$ cat config.mk
export PLATFORM = sky130hd
export DESIGN_NAME = jk_register_bank
export DESIGN_NICKNAME = d
export VERILOG_FILES = /design/src/rtl/jk_register_bank_pkg.sv /design/src/rtl/jk_register_bank_cell.sv /design/src/rtl/jk_register_bank.sv
export SDC_FILE = /design/constraint.sdc
export NUM_CORES = 1
export LEC_CHECK = 0
export ABC_CLOCK_PERIOD_IN_PS = 1900
export BUFFER_PORTS_ARGS = -buffer_cell sky130_fd_sc_hd__buf_4
export CAP_MARGIN = 10
export CELL_PAD_IN_SITES_DETAIL_PLACEMENT = 1
export CELL_PAD_IN_SITES_GLOBAL_PLACEMENT = 1
export CORE_UTILIZATION = 34
export DETAILED_ROUTE_END_ITERATION = 16
export PLACE_DENSITY_LB_ADDON = 0.1
export SLEW_MARGIN = 20
export SYNTH_ARGS = -nofsm -noshare
export SYNTH_HDL_FRONTEND = slang
export SYNTH_SLANG_ARGS = --single-unit
$ cat constraint.sdc
create_clock -name clk -period 1.9 [get_ports clk]
set_input_delay 0.19 -clock clk [delete_from_list [all_inputs] [get_ports clk]]
set_output_delay 0.19 -clock clk [all_outputs]
set_load 0.01 [all_outputs]
$ cat src/rtl/jk_register_bank_pkg.sv
// Shared encodings for the JK register bank: operating modes and per-cell JK input codes.
package jk_register_bank_pkg;

    typedef enum logic [1:0] {
        JKM_JK    = 2'd0,
        JKM_COUNT = 2'd1,
        JKM_SHIFT = 2'd2,
        JKM_LOAD  = 2'd3
    } jk_mode_e;

    // {J,K} codes seen by a single cell.
    localparam logic [1:0] JK_HOLD   = 2'b00;
    localparam logic [1:0] JK_CLEAR  = 2'b01;
    localparam logic [1:0] JK_SET    = 2'b10;
    localparam logic [1:0] JK_TOGGLE = 2'b11;

endpackage

$ cat src/rtl/jk_register_bank_cell.sv
// Single-bit JK flip-flop with synchronous active-high reset, parameterised reset value and enable.
// q and qbar are both registered so they always change on the same edge.
module jk_cell
    import jk_register_bank_pkg::*;
#(
    parameter logic RST_BIT = 1'b0
) (
    input  logic clk,
    input  logic rst,
    input  logic en,
    input  logic j,
    input  logic k,
    output logic q,
    output logic qbar
);

    logic q_q, q_d;
    logic qbar_q;

    always_comb begin
        q_d = q_q;
        if (en) begin
            case ({j, k})
                JK_HOLD:   q_d = q_q;
                JK_CLEAR:  q_d = 1'b0;
                JK_SET:    q_d = 1'b1;
                JK_TOGGLE: q_d = ~q_q;
                default:   q_d = q_q;
            endcase
        end
    end

    always_ff @(posedge clk) begin
        if (rst) begin
            q_q    <= RST_BIT;
            qbar_q <= ~RST_BIT;
        end else begin
            q_q    <= q_d;
            qbar_q <= ~q_d;
        end
    end

    assign q    = q_q;
    assign qbar = qbar_q;

endmodule

$ cat src/rtl/jk_register_bank.sv
// Bank of WIDTH JK cells operating as JK register, up/down counter, bidirectional shifter or loader.
// Optional macro JKREG_TC_EN adds a terminal-count output tc (next enabled COUNT edge wraps).
module jk_register_bank
    import jk_register_bank_pkg::*;
#(
    parameter int                 WIDTH   = 8,
    parameter logic [WIDTH-1:0]   RST_VAL = {WIDTH{1'b0}}
) (
    input  logic             clk,
    input  logic             rst,
    input  logic             en,
    input  logic [1:0]       mode,
    input  logic [WIDTH-1:0] j,
    input  logic [WIDTH-1:0] k,
    input  logic             dir,
    input  logic             sin,
`ifdef JKREG_TC_EN
    output logic             tc,
`endif
    output logic [WIDTH-1:0] q,
    output logic [WIDTH-1:0] qbar
);

    logic [WIDTH-1:0] tgl;
    logic [WIDTH-1:0] tgt;
    logic [WIDTH-1:0] cell_j;
    logic [WIDTH-1:0] cell_k;
    jk_mode_e         mode_e;

    assign mode_e = jk_mode_e'(mode);

    // Counter toggle enables: bit i toggles when every lower bit is 1 (up) or 0 (down).
    always_comb begin
        logic run;
        tgl = '0;
        run = 1'b1;
        for (int i = 0; i < WIDTH; i++) begin
            tgl[i] = run;
            run    = run & (dir ? ~q[i] : q[i]);
        end
    end

    // Shift and load are expressed as set/clear towards a target word.
    always_comb begin
        tgt = j;
        if (mode_e == JKM_SHIFT)
            tgt = dir ? {sin, q[WIDTH-1:1]} : {q[WIDTH-2:0], sin};
    end

    always_comb begin
        cell_j = j;
        cell_k = k;
        case (mode_e)
            JKM_JK: begin
                cell_j = j;
                cell_k = k;
            end
            JKM_COUNT: begin
                cell_j = tgl;
                cell_k = tgl;
            end
            JKM_SHIFT, JKM_LOAD: begin
                cell_j = tgt;
                cell_k = ~tgt;
            end
            default: begin
                cell_j = j;
                cell_k = k;
            end
        endcase
    end

    for (genvar i = 0; i < WIDTH; i++) begin : g_cell
        jk_cell #(
            .RST_BIT (RST_VAL[i])
        ) u_cell (
            .clk  (clk),
            .rst  (rst),
            .en   (en),
            .j    (cell_j[i]),
            .k    (cell_k[i]),
            .q    (q[i]),
            .qbar (qbar[i])
        );
    end

`ifdef JKREG_TC_EN
    assign tc = en & ~rst & (mode_e == JKM_COUNT) & (dir ? (q == '0) : (q == '1));
`endif

endmodule

==> flow_summary.yaml <==
power_and_ir_drop:
  combinationalPowerShare_pct: 33.1
  power.switching_uw: 330
  clockPowerShare_pct: 29.4
  intPower_uw: 734
  p_leak_nw: 0.702
  pwr_density_cell_nw_per_um2: 666
  p_sw_share_pct: 31.0
  ir_drop_v: 0.000242
  p_seq_share_pct: 37.6
routing:
  vias: 1324
  ant_nets: 0
  drtIter0Drc: 47
  drc: 0
  drt_first_pass_iters: 4
  vias_per_cell: 5.83
  finalWirelength_mm: 3.81
  wl_per_cell_um: 16.8
floorplan:
  start_util_pct: 35.9
  die_area_um2: 4150
  die_x_um: 64.4
  pin_count: 39
  dieHeight_um: 64.4
  row_count: 22
  coreArea_um2: 3690
critical_path:
  critPathMaxStageDelay_ns: 0.57
  cp-start-kind: "register"
  critPathKind: "register to register"
  slowest_stage: "or4b_4"
  critPathRequiredTime_ns: 2.03
  critPathCaptureType: "register"
  critPathMaxFanout: 5
  path_cells: "or4b_4 -> o22a_1 -> o211a_1 -> or4_1"
  cp_data_arrival_time_ns: 1.94
  ff2ff_setup_slack_ns: 0.1
finish:
  area_growth_pct: 20.8
  layout-drive-gt1-share_pct: 35.8
  design_area_um2: 1600
  fin_util_pct: 43.4
  num-fill-cells: 441
  diodes: 0
  fin_nets: 203
synthesis:
  synth.cell_area_um2: 1320
  synth-edff-count: 0
  yosys.area.top_type: "dfxtp_1"
  synthMuxAreaShare_pct: 8.98
  yosysWarnings: 0
  yosysTopAreaCellShare_pct: 24.2
  synth_flop_cell: "dfxtp_1"
  synth_compound_area_share_pct: 30.6
  synthSimpleGateAreaFrac_pct: 19.8
  synthAdderAreaFrac_pct: 0
  yosysSeqAreaShare_pct: 24.2
  synth-xor-area-share_pct: 1.32
  synth_top_family_by_area: "compound AO/OA/AOI/OAI gates"
  synth.net_count: 183
  synth_commonest_cells: "buf_4 (16), dfxtp_1 (16), clkbuf_1 (9)"
  ys_types: 49
  synth_top_cells_by_area: "dfxtp_1 (24%), buf_4 (9.1%), mux2_2 (6.0%)"
  async_reset_ff_share_pct: 0
  syn_inst: 160
  ys_ff_latch: 16
  synth.avg_cell_area_um2: 8.27
timing:
  fmax_mhz: 554
  finalHoldViolCount: 0
  min_period_over_period_pct: 94.9
  tightest_slew_ns: 0.332
  slew_headroom_pct: 77.9
  rsz0062_at_grt: "no"
  skew_ns: 0.000889
  tns_ns: 0
  setup_ws_ns: 0.0965
  period_needed_ns: 1.80
  final-setup-viol-count: 0
  slew_viol_final: 0
  holdWs_ns: 0.216
flow_run:
  maxCapViolCount: 0
clocking:
  cts_buffer_depth: 2
  cts_buffers: 3
  htree_levels: 1
  cts_setup_buffers: 0
  cts_tree: "yes"
  clkSinkCount: 16
  cts_resized: 0
  clockRootBuffer: "clkbuf_8"
  path_clk_slew_ns: 0.07
  postCtsHoldBufs: 0
  insertion_delay_ns: 0.25
place:
  placed_cell_area_um2: 1540
  dp_hpwl_mm: 2.84
  io_buffers: 38
  dp_slack_ns: 0.0466
  gp_congestion: 0.749
grt:
  grt_pass1_vias: 1272
  grt_usage_pct: 19.5
  antenna_found_initial: 0
  grt_overflow: 0
  grt_max_degree: 37
  grt_first_pass_wirelength_mm: 6.15
worst_hold_path:
  holdCritPathClass: "input pin to register"
status:
  outcome: "finished, final reports clean"
[registers in the layout, summed over array words and instances, names as in the netlist, named ones only]
| signal | flops |
|---|---|
| g_cell.u_cell.qbar | 8 |
| g_cell.u_cell.q | 7 |
[power groups by stage]
| stage | clock, mW | combinational, mW | sequential, mW |
|---|---|---|---|
| 6_report | 0.313 | 0.352 | 0.400 |
| 5_1_grt | 0.342 | 0.382 | 0.405 |
| 4_1_cts | 0.319 | 0.351 | 0.400 |
| 3_5_place_dp | 0 | 0.351 | 0.408 |
| 3_3_place_gp | 0 | 0.344 | 0.406 |
| 2_1_floorplan | 0 | 0.256 | 0.400 |
[path summary, 6_finish.rpt]
| kind | startpoint | end | cells after the start |
|---|---|---|---|
| max | g_cell[1].u_cell.q | g_cell[5].u_cell.qbar | 4 |
| min reg2reg | g_cell[0].u_cell.q | g_cell[0].u_cell.qbar | 2 |
| min | rst | g_cell[5].u_cell.q | 2 |
| max reg2reg | g_cell[1].u_cell.q | g_cell[5].u_cell.qbar | 4 |
[layer usage]
layer,wire length (um),up-vias,GRT usage [%]
met4,78,0,7.50
met1,1730,656,24.8
met2,1860,36,33.6
li1,-,626,-
met5,0,-,0
met3,141,6,1.79
[per-stage QoR]
stage	total power, mW	instances
3_3_place_gp	0.750	223
2_1_floorplan	0.656	160
6_report	1.06	227
3_5_place_dp	0.758	223
5_1_grt	1.13	227
4_1_cts	1.07	227
[final cells by class]
type                       instances  area [um^2]  share of cell area [%]
inverter                           4         15.0                   0.939
multi-input combinational        110          811                    50.7
sequential                        16          320                    20.0
clock buffer                       4         55.1                    3.44
tap                               48         60.1                    3.76
timing repair buffer              45          338                    21.1
[worst max-delay path: cells and delay by family, from the launching register on]
family           cells  cell delay, ns
flip-flops           1            0.31
AO/OA/AOI/OAI        2            0.41
AND/OR/NAND/NOR      2            0.95
[cell families (layout without fill, tap and decap cells)]
kind of cell | count (synthesis) | count (layout)
AO/OA/AOI/OAI | 52 | 52
AND/OR/NAND/NOR | 45 | 45
buffers and inverters | 34 | 53
flip-flops | 16 | 16
multiplexers | 11 | 11
XOR/XNOR | 2 | 2
[placed cells by master (no fill, tap or decap), drive strengths merged, types with 2 or more instances in the layout]
cell type   n
nand3b      3
a211oi      3
a22oi       2
nand2       7
o311a       2
buf        45
or3b        2
inv         4
clkbuf      4
a21o        3
a311o       3
o211a       6
a31o        2
dfxtp      16
mux2i       4
nor2        8
a21oi       4
nor3b       2
o211ai      6
o21ai       6
o311ai      2
xor2        2
or3         4
o2111ai     2
nand2b      6
a31oi       3
nor3        4
mux2        7
Note: power is estimated with default switching activity, not from simulation.
